**src/rtl/store_buffer_pkg.sv**
```systemverilog
// Shared drain-FSM encoding and address slicing constants for the store buffer.
package store_buffer_pkg;

   // Byte-offset bits dropped from every word address.
   localparam int WORD_LSB = 2;

   localparam logic [0:0] SB_IDLE = 1'b0;
   localparam logic [0:0] SB_REQ  = 1'b1;

endpackage

```
**src/rtl/sb_fwd_match.sv**
```systemverilog
// Youngest-match selector over the live buffer entries; purely combinational.
// Latency: 0 cycles. Backpressure: none; the result is valid every cycle.
module sb_fwd_match
   import store_buffer_pkg::*;
#(
   parameter int DEPTH = 4,
   parameter int PTRW  = 2,
   parameter int AW    = 30
) (
   input  logic [PTRW-1:0]            head,
   input  logic [PTRW:0]              count,
   input  logic [DEPTH-1:0][AW-1:0]   entry_addr,
   input  logic [AW-1:0]              load_addr,
   output logic                       hit,
   output logic [PTRW-1:0]            hit_idx
);

   // Walk oldest to youngest; a later match overrides so the youngest wins.
   // Pointer sums are PTRW bits wide, so wrap comes for free with power-of-two DEPTH.
   always_comb begin
      hit     = 1'b0;
      hit_idx = '0;
      for (int k = 0; k < DEPTH; k++) begin
         if (((PTRW+1)'(k) < count) && (entry_addr[head + PTRW'(k)] == load_addr)) begin
            hit     = 1'b1;
            hit_idx = head + PTRW'(k);
         end
      end
   end

endmodule

```
**src/rtl/store_buffer.sv**
```systemverilog
// In-order posted-write buffer with youngest-store load forwarding.
// Latency: store to mem_req 1 cycle. Backpressure: Full stalls the core; drain waits on mem_ack.
module store_buffer
   import store_buffer_pkg::*;
#(
   parameter  int WIDTH = 32,
   parameter  int DEPTH = 4,
   localparam int PTRW  = $clog2(DEPTH)
) (
   input  logic             clk,
   input  logic             reset,
   input  logic             MemWrite,
   input  logic [WIDTH-1:0] DataAdr,
   input  logic [WIDTH-1:0] WriteData,
   output logic [WIDTH-1:0] ReadData,
   output logic             Full,
   output logic             Empty,
   output logic             mem_req,
   output logic [WIDTH-1:0] mem_addr,
   output logic [WIDTH-1:0] mem_wdata,
   input  logic             mem_ack,
   output logic [WIDTH-1:0] mem_raddr,
   input  logic [WIDTH-1:0] mem_rdata
);

   localparam int AW = WIDTH - WORD_LSB;

   logic [DEPTH-1:0][AW-1:0]    ent_addr;
   logic [DEPTH-1:0][WIDTH-1:0] ent_dat;
   logic [PTRW-1:0]             head;
   logic [PTRW-1:0]             tail;
   logic [PTRW:0]               count;
   logic [PTRW:0]               count_nxt;
   logic [0:0]                  state;
   logic [0:0]                  state_nxt;
   logic                        enq;
   logic                        deq;
   logic                        fwd_hit;
   logic [PTRW-1:0]             fwd_idx;
   logic                        unused_lsb;

   assign unused_lsb = ^DataAdr[WORD_LSB-1:0];

   assign Full    = (count == (PTRW+1)'(DEPTH));
   assign Empty   = (count == '0);
   assign enq     = MemWrite && !Full;
   // count is never zero in SB_REQ, so an ack there always retires a real entry.
   assign deq     = (state == SB_REQ) && mem_ack;
   assign mem_req = (state == SB_REQ);

   always_comb begin
      count_nxt = count;
      if (enq && !deq) begin
         count_nxt = count + (PTRW+1)'(1);
      end else if (!enq && deq) begin
         count_nxt = count - (PTRW+1)'(1);
      end
   end

   // Deciding on the post-edge count lets a store into an empty buffer request next cycle.
   always_comb begin
      state_nxt = state;
      case (state)
         SB_IDLE: if (count_nxt != '0) state_nxt = SB_REQ;
         SB_REQ:  if (count_nxt == '0) state_nxt = SB_IDLE;
         default: state_nxt = SB_IDLE;
      endcase
   end

   always_ff @(posedge clk or posedge reset) begin
      if (reset) begin
         head  <= '0;
         tail  <= '0;
         count <= '0;
         state <= SB_IDLE;
      end else begin
         if (enq) begin
            tail <= tail + PTRW'(1);
         end
         if (deq) begin
            head <= head + PTRW'(1);
         end
         count <= count_nxt;
         state <= state_nxt;
      end
   end

   // Payload storage carries no reset; only the pointers define which entries are live.
   always_ff @(posedge clk) begin
      if (enq) begin
         ent_addr[tail] <= DataAdr[WIDTH-1:WORD_LSB];
         ent_dat[tail]  <= WriteData;
      end
   end

   assign mem_addr  = {ent_addr[head], {WORD_LSB{1'b0}}};
   assign mem_wdata = ent_dat[head];
   assign mem_raddr = {DataAdr[WIDTH-1:WORD_LSB], {WORD_LSB{1'b0}}};

   sb_fwd_match #(
      .DEPTH (DEPTH),
      .PTRW  (PTRW),
      .AW    (AW)
   ) u_fwd (
      .head       (head),
      .count      (count),
      .entry_addr (ent_addr),
      .load_addr  (DataAdr[WIDTH-1:WORD_LSB]),
      .hit        (fwd_hit),
      .hit_idx    (fwd_idx)
   );

   assign ReadData = fwd_hit ? ent_dat[fwd_idx] : mem_rdata;

endmodule
```
**config.mk**
```make
export PLATFORM = sky130hd
export DESIGN_NAME = store_buffer
export DESIGN_NICKNAME = d
export VERILOG_FILES = /design/src/rtl/store_buffer_pkg.sv /design/src/rtl/sb_fwd_match.sv /design/src/rtl/store_buffer.sv
export SDC_FILE = /design/constraint.sdc
export NUM_CORES = 1
export LEC_CHECK = 0
export BUFFER_PORTS_ARGS = -buffer_cell sky130_fd_sc_hd__clkbuf_2
export CAP_MARGIN = 40
export CORE_UTILIZATION = 59
export DETAILED_ROUTE_END_ITERATION = 10
export HOLD_SLACK_MARGIN = 0.02
export PLACE_DENSITY = 0.86
export SYNTH_ARGS = -nofsm -noshare
export SYNTH_HDL_FRONTEND = slang
export SYNTH_SLANG_ARGS = --single-unit
```
**constraint.sdc**
```tcl
create_clock -name clk -period 5.5 [get_ports clk]
set_clock_uncertainty 0.05 [all_clocks]
set_input_delay 0.825 -clock clk [delete_from_list [all_inputs] [get_ports clk]]
set_output_delay 0.825 -clock clk [all_outputs]
set_load 0.01 [all_outputs]
```
==> results.rst, run 1 <==
.. list-table::
   :header-rows: 1

   * - Metric
     - Value
   * - Number of port buffers
     - 224
   * - Overall global routing resource usage
     - 0.313
   * - Status
     - completed
   * - Filler Cell Count
     - 1895
   * - Synth area leaders
     - sky130_fd_sc_hd__edfxtp_1 45%, sky130_fd_sc_hd__mux2i_1 12%, sky130_fd_sc_hd__mux4_2 6.5%, sky130_fd_sc_hd__xnor2_1 4.0%, sky130_fd_sc_hd__a211oi_2 3.3%
   * - Setup slack after placement
     - 0.328 ns
   * - Clock transition at the register clock pins on the worst setup and hold paths after CTS
     - 0.06 ns
   * - Area taken by flip-flops and latches
     - 7650 um2
   * - Reg-to-Reg Start
     - count[0]
   * - Number of cell instances on the worst register-to-register path
     - 6
   * - Maximum ir drop on the vdd rail
     - 0.333 mV
   * - Net Switching
     - 3.80 mW
   * - Synth-to-Final Area Change
     - 17.5%
   * - Static leakage
     - 7.61 nW
   * - Hold WS
     - 0.159 ns
   * - Root Buffer Master
     - sky130_fd_sc_hd__clkbuf_16
   * - Buffer depth of the longest clock path
     - 3
   * - Arrival time of data at the critical path endpoint
     - 4.62 ns
   * - Power density over cell area
     - 486 nW/um2
   * - Number of buffers added by the clock tree synthesis step
     - 27
   * - Maximum number of pins on one net before global-route repair
     - 55
   * - Total congestion overflow
     - 0
   * - Final Routed Wirelength
     - 47.1 mm
   * - Type of the worst setup path
     - register to output pin
   * - Initial drt markers
     - 1392
   * - Number of failing setup endpoints in the final timing report
     - 0
   * - DRC violation count after routing
     - 0
   * - Final routed wire length divided by cell count
     - 23.9 um
   * - H-tree depth
     - 1
   * - Clock power frac
     - 0.171
   * - Prevailing post-synth register cell
     - sky130_fd_sc_hd__edfxtp_1
   * - Part of the total power dissipated in sequential elements
     - 0.298
   * - Slew of the pin with the lowest slew margin
     - 0.837 ns
   * - Total number of clock tree sinks
     - 256
   * - Post-synth design cell area
     - 16600 um2
   * - Antenna violations before repair
     - 0
   * - Via-to-Cell Ratio
     - 6.43
   * - Hold Violations, Final
     - 0
   * - Core Region
     - 27700 um2
   * - Leading cell type in the layout, fill and taps excluded
     - sky130_fd_sc_hd__edfxtp_1
   * - Area leader, netlist
     - sky130_fd_sc_hd__edfxtp_1
   * - Total iterations of the first detailed-routing run
     - 6
   * - Max transition margin
     - 0.441
   * - Switching portion of total power
     - 0.400
   * - Number of global-route vias before repair
     - 12.2k
   * - Buffers plus inverters on the worst setup path
     - 7
   * - Hold-fix buffers, CTS
     - 0
   * - Finished Core Util
     - 0.705
   * - Proportion of layout cells with a drive suffix above 1
     - 0.345
   * - Worst hold-check path type
     - input port to asynchronous set/reset pin
   * - Category of the worst setup path launch point
     - register
   * - Placer's final routability congestion estimate
     - 0.970
   * - Count of inserted antenna diode cells
     - 0
   * - Remaining number of nets flagged by the antenna check after routing
     - 0
   * - Number of stages on the worst setup path
     - 17
   * - Max cap viols
     - 0
   * - Die Footprint
     - 28800 um2
   * - Number of pins with negative max-slew slack in the final report
     - 0
   * - Async SR Flop Fraction
     - 0.0313
   * - Cell internal power dissipation
     - 5.70 mW
   * - Critical path launch point
     - head[1]
   * - Via count of the routed design
     - 12.7k
   * - Sequential cell area fraction in the yosys report
     - 0.460
   * - Combined area of the multi-input logic cells
     - 8170 um2
   * - Post-Syn Area per Cell
     - 12.1 um2
   * - Number of enable flip-flop cells after synthesis
     - 248
   * - TritonCTS clock tree
     - built
   * - Number of synthesized register bits
     - 256
   * - Maximum operating frequency
     - 182 MHz
   * - Netlist cell types
     - 77
   * - CP top delay family
     - simple AND/OR/NAND/NOR gates
   * - CP cell instances
     - buf_4 -> buf_12 -> mux4_2 -> xor2_1 -> or4_4 -> a21oi_2 -> nand4_1 -> nor4b_4 -> buf_12 -> buf_4 -> nor3_2 -> mux2i_1 -> o211ai_1 -> buf_4 -> buf_12 -> a211oi_2 -> clkbuf_2
   * - IO Pins
     - 231
   * - Cell count after synthesis
     - 1372
   * - Die H
     - 170 um
   * - Yosys Warn Count
     - 0
   * - Period utilization
     - 0.999
   * - Clock latency on the worst-skew pair
     - 0.53 ns
   * - Non-Filler Instances
     - 1973
   * - Wire length of the first global-routing pass
     - 68.9 mm
   * - Area share of the largest cell type after synthesis
     - 0.448
   * - Number of rows in the core area
     - 61
   * - Setup repair after global routing missed its margin
     - yes
   * - Cell with the largest stage delay on the worst path
     - sky130_fd_sc_hd__or4_4
   * - Largest incremental delay on the critical path
     - 0.55 ns
   * - Max FO, Critical Path
     - 22
   * - Power Total
     - 9.50 mW
   * - Data required, critical path
     - 4.62 ns
   * - Setup WS post-layout
     - 0.00602 ns
   * - Commonest non-fill, non-tap cells in the layout
     - 248 x sky130_fd_sc_hd__edfxtp_1, 222 x sky130_fd_sc_hd__clkbuf_2, 187 x sky130_fd_sc_hd__mux2i_1
   * - Post-detail-place hpwl
     - 31.1 mm
   * - Placed Cells incl. Taps
     - 1887
   * - Portion of total power attributed to combinational logic
     - 0.531
   * - Critical Path End Type
     - output pin
   * - Time the final worst path needs with I/O delays and setup
     - 5.49 ns
   * - Horiz. Die Dim
     - 170 um
   * - Net count of the finished layout
     - 1684
   * - Starting utilization of the core area
     - 0.600
metal layers:
layer,up-vias,track usage,share of wire
met5,-,0,0
met2,707,0.536,0.49
li1,5589,-,-
met4,0,0.136,0.046
met1,6231,0.401,0.38
met3,164,0.0374,0.080
flip-flops by register name, summed over array words and instances (netlist names):
| name | count |
|---|---|
| tail | 2 |
| mem_req | 1 |
| ent_addr | 120 |
| head | 2 |
| ent_dat | 128 |
| count | 3 |
logic make-up after synthesis:
family,Yosys count,share of synthesized area
compound gates,233,0.119
other cells,1,0.000226
flops,256,0.460
simple gates,293,0.0869
fa+ha+maj,10,0.00723
buf+inv,196,0.0663
xor+xnor,111,0.0585
mux,272,0.202
path summary, 6_finish.rpt:
check | to | slack [ns]
setup / recovery | ReadData[20] | 0.006
hold / removal | count[0] | 0.16
setup reg to reg | ent_addr[100] | 2.05
hold reg to reg | head[1] | 0.55
max in group asynchronous | head[1] | 4.98
min in group clk | ent_dat[92] | 0.45
per-stage QoR:
step	setup TNS, ns	instance area, um2
6_report	0	19500
5_1_grt	-0.835	19500
4_1_cts	0	19000
3_5_place_dp	0	17900
3_3_place_gp	0	17900
2_1_floorplan	0	16600
layout make-up:
cell class | count | share of cell area
clock buffer | 37 | 0.0365
clock inverter | 11 | 0.00288
inverter | 50 | 0.00987
multi-input combinational | 924 | 0.419
sequential | 256 | 0.392
tap | 378 | 0.0242
timing repair buffer | 317 | 0.116
synthesized netlist by cell type (7+ instances only):
master	number
sky130_fd_sc_hd__or3_1	34
sky130_fd_sc_hd__nor4_1	9
sky130_fd_sc_hd__clkbuf_1	42
sky130_fd_sc_hd__buf_1	17
sky130_fd_sc_hd__and2_1	7
sky130_fd_sc_hd__a211oi_2	44
sky130_fd_sc_hd__inv_1	48
sky130_fd_sc_hd__nor2_1	55
sky130_fd_sc_hd__ha_1	8
sky130_fd_sc_hd__mux2_2	18
sky130_fd_sc_hd__buf_6	22
sky130_fd_sc_hd__mux2i_1	205
sky130_fd_sc_hd__dfrtp_1	8
sky130_fd_sc_hd__nand2_1	96
sky130_fd_sc_hd__mux4_2	48
sky130_fd_sc_hd__xnor2_1	76
sky130_fd_sc_hd__nand4_1	14
sky130_fd_sc_hd__nor3_1	44
sky130_fd_sc_hd__nand3_1	9
sky130_fd_sc_hd__xor2_1	35
sky130_fd_sc_hd__a31o_1	32
sky130_fd_sc_hd__buf_4	48
sky130_fd_sc_hd__edfxtp_1	248
sky130_fd_sc_hd__o21ai_0	15
sky130_fd_sc_hd__a211oi_1	22
sky130_fd_sc_hd__a21oi_2	19
sky130_fd_sc_hd__buf_2	17
sky130_fd_sc_hd__a21oi_1	38
repair_timing:
| action | 4_1_cts | 5_1_grt |
|---|---|---|
| hold endpoints to repair | 0 | 0 |
| endpoints found under the setup margin | 32 | 32 |
| gates cloned | 2 | 6 |
| buffers inserted | 17 | 13 |
| pin swaps | 5 | 13 |
| resized for setup | 17 | 62 |
power groups by stage:
stage | sequential (mW) | combinational, mW | clock, mW
after global routing | 2.87 | 5.31 | 1.71
final | 2.83 | 5.04 | 1.62
after detailed placement | 2.91 | 4.48 | 0
after CTS | 2.82 | 4.75 | 1.64
after global placement | 2.87 | 4.39 | 0
after floorplan | 2.79 | 3.30 | 0
Power figures use the tool's default switching activity.
==> run 2: changes to the inputs <==
- REMOVE_ABC_BUFFERS: not set -> 1
==> results.rst, run 2 (synthesized netlist as in run 1, its figures left out) <==
.. list-table::
   :header-rows: 1

   * - Metric
     - Value
   * - Status
     - complete, but fails checks
   * - Failing checks
     - setup timing
   * - Standard cell area after detailed placement
     - 18000 um2
   * - Root Buffer Master
     - sky130_fd_sc_hd__clkbuf_16
   * - Initial drt markers
     - 1429
   * - Registers with the most flip-flops
     - ent_dat (128), ent_addr (120), count (3)
   * - Number of rows in the core area
     - 61
   * - Total number of clock tree sinks
     - 256
   * - Arrival time of data at the critical path endpoint
     - 4.64 ns
   * - Max transition margin
     - 0.369
   * - Final Instance Area
     - 19500 um2
   * - Via count of the routed design
     - 12.7k
   * - Number of port buffers
     - 224
   * - Synth-to-Final Area Change
     - 17.2%
   * - Final Routed Wirelength
     - 46.4 mm
   * - Remaining number of nets flagged by the antenna check after routing
     - 0
   * - Post-detail-place hpwl
     - 30.6 mm
   * - Filler Cell Count
     - 1885
   * - Data required, critical path
     - 4.62 ns
   * - DRC violation count after routing
     - 0
   * - Number of failing setup endpoints in the final timing report
     - 1
   * - Antenna violations before repair
     - 2
   * - Clock latency on the worst-skew pair
     - 0.56 ns
   * - Max cap viols
     - 0
   * - Wire length of the first global-routing pass
     - 68.1 mm
   * - Type of the worst setup path
     - register to output pin
   * - Number of pins with negative max-slew slack in the final report
     - 0
   * - Number of global-route vias before repair
     - 12.3k
   * - Time the final worst path needs with I/O delays and setup
     - 5.51 ns
   * - Static leakage
     - 7.62 nW
   * - Register-to-register path setup slack
     - 2.12 ns
   * - Setup slack after placement
     - 0.318 ns
   * - Total congestion overflow
     - 0
   * - Hold Violations, Final
     - 0
   * - Die H
     - 170 um
   * - Total Negative Setup Slacks
     - -0.0141 ns
   * - Leading cell type in the layout, fill and taps excluded
     - sky130_fd_sc_hd__edfxtp_1
   * - Starting utilization of the core area
     - 0.600
   * - Largest register by flop count
     - ent_dat
   * - Final routed wire length divided by cell count
     - 23.6 um
   * - Die Footprint
     - 28800 um2
   * - Max FFs per register
     - 128
   * - Period utilization
     - 1.00
   * - Combined area of the multi-input logic cells
     - 8070 um2
   * - Maximum ir drop on the vdd rail
     - 0.402 mV
   * - Area taken by flip-flops and latches
     - 7650 um2
   * - Hold WS
     - 0.137 ns
   * - Maximum number of pins on one net before global-route repair
     - 158
   * - Worst hold-check path type
     - input port to asynchronous set/reset pin
   * - Max FO, Critical Path
     - 8
   * - TritonCTS clock tree
     - built
   * - Setup WS post-layout
     - -0.0141 ns
   * - Maximum operating frequency
     - 181 MHz
   * - Slew of the pin with the lowest slew margin
     - 0.947 ns
   * - IO Pins
     - 231
   * - Proportion of layout cells with a drive suffix above 1
     - 0.331
   * - Clock transition at the register clock pins on the worst setup and hold paths after CTS
     - 0.06 ns
   * - Overall global routing resource usage
     - 0.308
   * - Core Region
     - 27700 um2
   * - Power density over cell area
     - 493 nW/um2
   * - Net count of the finished layout
     - 1683
   * - Horiz. Die Dim
     - 170 um
   * - H-tree depth
     - 1
   * - Count of inserted antenna diode cells
     - 0
   * - Category of the worst setup path launch point
     - register
   * - Commonest non-fill, non-tap cells in the layout
     - 248 x sky130_fd_sc_hd__edfxtp_1, 200 x sky130_fd_sc_hd__clkbuf_2, 193 x sky130_fd_sc_hd__mux2i_1
   * - Number of buffers added by the clock tree synthesis step
     - 27
   * - Via-to-Cell Ratio
     - 6.43
   * - Total iterations of the first detailed-routing run
     - 5
   * - Critical Path End Type
     - output pin
   * - Placer's final routability congestion estimate
     - 0.971
   * - Buffer depth of the longest clock path
     - 3
   * - Setup repair after global routing missed its margin
     - yes
## run 2: cell types whose count changed in the layout (fill, tap and decap cells not counted), moves of 3 or more
cell                        previous run  this run
sky130_fd_sc_hd__a211oi_2             52        48
sky130_fd_sc_hd__a21oi_1              32        35
sky130_fd_sc_hd__a21oi_2              24        21
sky130_fd_sc_hd__buf_2                 2        24
sky130_fd_sc_hd__bufinv_16             0         3
sky130_fd_sc_hd__clkbuf_2            222       200
sky130_fd_sc_hd__clkinv_1              2         5
sky130_fd_sc_hd__clkinv_2              9         2
sky130_fd_sc_hd__mux2i_1             187       193
sky130_fd_sc_hd__mux2i_2              17        10
## run 2: where the power goes
| part | internal [mW] | leakage (nW) | total (mW) | switching [mW] |
|---|---|---|---|---|
| clock | 1.04 | 0.413 | 1.80 | 0.759 |
| combinational | 2.17 | 4.84 | 4.95 | 2.78 |
| sequential | 2.59 | 2.36 | 2.84 | 0.241 |
| total | 5.81 | 7.62 | 9.59 | 3.78 |
## run 2: path summary, 6_finish.rpt
kind,startpoint,to,cells after the start
worst max register to register,count[0],ent_dat[32],6
worst min-delay path,reset,head[1],2
worst min register to register,mem_req,head[1],2
worst max-delay path,head[1],ReadData[30],16
min in group clk,WriteData[17],ent_dat[49],1
max in group asynchronous,reset,head[0],2
## run 2: final cells by class
| class | instances | area share |
|---|---|---|
| clock buffer | 35 | 0.0363 |
| inverter | 50 | 0.00990 |
| multi-input combinational | 923 | 0.414 |
| tap | 378 | 0.0243 |
| timing repair buffer | 317 | 0.115 |
| clock inverter | 11 | 0.00739 |
| sequential | 256 | 0.393 |
## run 2: routing by layer
layer | GRT usage | part of all wire | wire [um]
met1 | 0.381 | 0.37 | 17200
met3 | 0.0526 | 0.094 | 4390
met5 | 0 | 0.00058 | 27
met2 | 0.533 | 0.49 | 22700
met4 | 0.128 | 0.048 | 2220
## run 2: what timing repair did
| item | in CTS | in global routing |
|---|---|---|
| setup endpoints to repair | 32 | 32 |
| resized for setup | 9 | 72 |
| setup buffers | 13 | 11 |
| pin swaps | 1 | 32 |
| cloned | 0 | 5 |
| hold buffers | 0 | 0 |
## run 2: metrics by stage
step	util	power [mW]	instances
4_1_cts	0.687	9.36	1954
3_5_place_dp	0.649	7.41	1895
3_3_place_gp	0.648	7.29	1894
2_1_floorplan	-	6.42	1229
5_1_grt	0.703	9.97	1970
6_report	0.703	9.59	1970
## run 2: worst max-delay path, stage by stage, from the launching register on
cell and delay (ns):
sky130_fd_sc_hd__dfrtp_4 0.50, sky130_fd_sc_hd__buf_12 0.16, sky130_fd_sc_hd__buf_12 0.13, sky130_fd_sc_hd__buf_4 0.13, sky130_fd_sc_hd__mux2i_1 0.33, sky130_fd_sc_hd__xnor2_1 0.23, sky130_fd_sc_hd__nand2_1 0.10, sky130_fd_sc_hd__a2111oi_0 0.40
sky130_fd_sc_hd__a21oi_1 0.17, sky130_fd_sc_hd__or4b_4 0.62, sky130_fd_sc_hd__o21a_4 0.20, sky130_fd_sc_hd__buf_16 0.17, sky130_fd_sc_hd__a211oi_4 0.22, sky130_fd_sc_hd__a31o_1 0.16, sky130_fd_sc_hd__a21oi_2 0.06, sky130_fd_sc_hd__a211oi_2 0.29
sky130_fd_sc_hd__buf_2 0.20
==> run 3: changes to the inputs <==
- CORE_UTILIZATION: 59 -> 58
- CTS_CLUSTER_DIAMETER: not set -> 200
- PLACE_DENSITY: 0.86 -> 0.85
- SYNTH_HIERARCHICAL: not set -> 1
==> results.rst, run 3 <==
.. list-table::
   :header-rows: 1

   * - Metric
     - Value
   * - Area leader, netlist
     - sky130_fd_sc_hd__edfxtp_1
   * - Cell count after synthesis
     - 964
   * - Data required, critical path
     - 4.62 ns
   * - TritonCTS clock tree
     - built
   * - Die H
     - 166 um
   * - Critical Path End Type
     - output pin
   * - Largest register by flop count
     - ent_dat
   * - Yosys Warn Count
     - 6
   * - Antenna violations before repair
     - 0
   * - Clock transition at the register clock pins on the worst setup and hold paths after CTS
     - 0.06 ns
   * - DRC violation count after routing
     - 8
   * - Clock latency on the worst-skew pair
     - 0.56 ns
   * - Proportion of layout cells with a drive suffix above 1
     - 0.478
   * - Number of buffers added by the clock tree synthesis step
     - 27
   * - Post-detail-place hpwl
     - 27.7 mm
   * - Area share of the largest cell type after synthesis
     - 0.475
   * - Static leakage
     - 6.72 nW
   * - Number of failing setup endpoints in the final timing report
     - 32
   * - Maximum operating frequency
     - 173 MHz
   * - Overall global routing resource usage
     - 0.298
   * - Total iterations of the first detailed-routing run
     - 8
   * - Category of the worst setup path launch point
     - register
   * - Period utilization
     - 1.05
   * - Number of rows in the core area
     - 59
   * - Via count of the routed design
     - 10.4k
   * - Max FO, Critical Path
     - 18
   * - Root Buffer Master
     - sky130_fd_sc_hd__clkbuf_16
   * - Horiz. Die Dim
     - 166 um
   * - Power density over cell area
     - 528 nW/um2
   * - Placed Cells incl. Taps
     - 1468
   * - Net count of the finished layout
     - 1294
   * - Non-Filler Instances
     - 1543
   * - Post-synth design cell area
     - 15700 um2
   * - Number of enable flip-flop cells after synthesis
     - 248
   * - Max FFs per register
     - 128
   * - Synth area leaders
     - sky130_fd_sc_hd__edfxtp_1 47%, sky130_fd_sc_hd__mux4_2 22%, sky130_fd_sc_hd__mux2i_1 5.7%, sky130_fd_sc_hd__xnor2_1 3.9%, sky130_fd_sc_hd__mux2_4 2.9%
   * - Total number of clock tree sinks
     - 256
   * - Commonest non-fill, non-tap cells in the layout
     - 248 x sky130_fd_sc_hd__edfxtp_1, 207 x sky130_fd_sc_hd__clkbuf_2, 154 x sky130_fd_sc_hd__mux4_2
   * - Filler Cell Count
     - 1680
   * - Leading cell type in the layout, fill and taps excluded
     - sky130_fd_sc_hd__edfxtp_1
   * - Number of global-route vias before repair
     - 10.5k
   * - Setup WS post-layout
     - -0.275 ns
   * - Hold-fix buffers, CTS
     - 0
   * - Hold WS
     - 0.138 ns
   * - Max cap viols
     - 0
   * - Ranking of synthesized cells by instance count
     - 248 x sky130_fd_sc_hd__edfxtp_1, 153 x sky130_fd_sc_hd__mux4_2, 90 x sky130_fd_sc_hd__mux2i_1
   * - H-tree depth
     - 1
   * - Maximum number of pins on one net before global-route repair
     - 44
   * - Final Instance Area
     - 18500 um2
   * - Time the final worst path needs with I/O delays and setup
     - 5.78 ns
   * - Buffer depth of the longest clock path
     - 3
   * - Max transition margin
     - 0.431
   * - Post-Syn Area per Cell
     - 16.3 um2
   * - Number of synthesized register bits
     - 256
   * - Status
     - complete, but fails checks
   * - Core Region
     - 26300 um2
   * - Final routed wire length divided by cell count
     - 27.0 um
   * - Worst hold-check path type
     - input port to asynchronous set/reset pin
   * - Arrival time of data at the critical path endpoint
     - 4.90 ns
   * - Number of pins with negative max-slew slack in the final report
     - 0
   * - Slew of the pin with the lowest slew margin
     - 0.853 ns
   * - Power Total
     - 9.78 mW
   * - Remaining number of nets flagged by the antenna check after routing
     - 0
   * - Via-to-Cell Ratio
     - 6.71
   * - Final Routed Wirelength
     - 41.6 mm
   * - Die Footprint
     - 27700 um2
   * - IO Pins
     - 231
   * - Most frequently used cell type in the post-synthesis netlist
     - sky130_fd_sc_hd__edfxtp_1
   * - Maximum ir drop on the vdd rail
     - 0.343 mV
   * - Setup repair after global routing missed its margin
     - yes
   * - Count of inserted antenna diode cells
     - 0
   * - Hold Violations, Final
     - 0
   * - Prevailing post-synth register cell
     - sky130_fd_sc_hd__edfxtp_1
   * - Total congestion overflow
     - 0
   * - Sequential cell area fraction in the yosys report
     - 0.488
   * - Area taken by flip-flops and latches
     - 7650 um2
   * - Initial drt markers
     - 1095
   * - Failing checks
     - DRC, setup timing
   * - Registers with the most flip-flops
     - ent_dat (128), ent_addr (120), count (3)
   * - Netlist cell types
     - 69
   * - Type of the worst setup path
     - register to output pin
   * - Synth-to-Final Area Change
     - 18.2%
   * - Placer's final routability congestion estimate
     - 0.917
   * - Number of port buffers
     - 224
   * - Combined area of the multi-input logic cells
     - 7460 um2
   * - Standard cell area after detailed placement
     - 17100 um2
   * - Async SR Flop Fraction
     - 0.0313
   * - Wire length of the first global-routing pass
     - 62.2 mm
   * - Starting utilization of the core area
     - 0.597
   * - Setup slack after placement
     - 0.123 ns
-- run 3: changes by cell type after synthesis, moves of 21 or more --
cell and delta:
sky130_fd_sc_hd__inv_1 -38, sky130_fd_sc_hd__a31o_1 -31, sky130_fd_sc_hd__a211oi_2 -44, sky130_fd_sc_hd__nor2_1 -39, sky130_fd_sc_hd__mux2_4 +30, sky130_fd_sc_hd__mux4_2 +105
sky130_fd_sc_hd__clkbuf_1 -21, sky130_fd_sc_hd__nand2_1 -81, sky130_fd_sc_hd__mux2i_1 -115, sky130_fd_sc_hd__a21oi_1 -31, sky130_fd_sc_hd__nor3_1 -39, sky130_fd_sc_hd__or3_1 -33
-- run 3: cell type report --
| type | instances | share of cell area |
|---|---|---|
| sequential | 256 | 0.413 |
| inverter | 10 | 0.00202 |
| tap | 335 | 0.0226 |
| clock inverter | 16 | 0.00472 |
| timing repair buffer | 304 | 0.118 |
| multi-input combinational | 588 | 0.402 |
| clock buffer | 34 | 0.0379 |
-- run 3: report_power, final --
part | switching, mW | total [mW] | internal (mW)
registers | 0.280 | 2.87 | 2.59
logic | 2.65 | 5.25 | 2.59
clock network | 0.758 | 1.66 | 0.904
-- run 3: logic make-up (layout without fill, tap and decap cells) --
logic type | after synthesis | count (layout) | synth area share
AOI/OAI and AO/OA | 95 | 95 | 0.0452
xor gates and xnor gates | 105 | 105 | 0.0586
adders and majority gates | 7 | 7 | 0.00558
buffers and inverters | 123 | 364 | 0.0511
DFF | 256 | 256 | 0.488
muxes | 287 | 287 | 0.318
other | 1 | 4 | 0.000239
and+or+nand+nor | 90 | 90 | 0.0336
-- run 3: worst paths after layout --
kind	start	to	slack, ns	depth (start not counted)
worst max-delay path	head[1]	ReadData[3]	-0.28	16
worst min-delay path	reset	mem_req	0.14	2
worst max register to register	count[1]	ent_dat[59]	2.29	5
worst min register to register	tail[0]	tail[0]	0.58	2
max in group asynchronous	reset	head[0]	4.99	2
min in group clk	WriteData[19]	ent_dat[19]	0.44	1
-- run 3: metrics by stage --
step,utilization,setup TNS (ns)
after CTS,0.698,-5.72
after floorplan,-,-372.02
after global routing,0.706,-9.62
after global placement,0.649,0
after detailed placement,0.649,0
final,0.706,-7.25
-- run 3: layer usage --
layer	vias up	GRT usage	share of wire
met1	5322	0.399	0.39
met5	-	0	0
li1	4382	-	-
met4	0	0.0942	0.034
met2	569	0.490	0.49
met3	77	0.0639	0.086
-- run 3: repair_timing --
item / in CTS / in global routing
setup endpoints to repair: 32 / 32
pin swaps: 9 / 6
gates resized for setup: 32 / 59
setup buffers: 18 / 3
gates cloned: 6 / 2
-- run 3: worst max-delay path, stage by stage (launching register included) --
cell and delay, ns:
sky130_fd_sc_hd__dfrtp_4 0.50, sky130_fd_sc_hd__buf_4 0.20, sky130_fd_sc_hd__buf_6 0.23, sky130_fd_sc_hd__mux4_2 0.54
sky130_fd_sc_hd__xnor2_1 0.21, sky130_fd_sc_hd__nand4_1 0.28, sky130_fd_sc_hd__nor4_2 0.23, sky130_fd_sc_hd__o2111ai_1 0.13
sky130_fd_sc_hd__and4b_2 0.38, sky130_fd_sc_hd__buf_4 0.18, sky130_fd_sc_hd__a21o_1 0.14, sky130_fd_sc_hd__a21oi_4 0.07
sky130_fd_sc_hd__buf_4 0.14, sky130_fd_sc_hd__bufbuf_16 0.26, sky130_fd_sc_hd__mux4_2 0.42, sky130_fd_sc_hd__mux2_4 0.28
sky130_fd_sc_hd__clkbuf_2 0.13
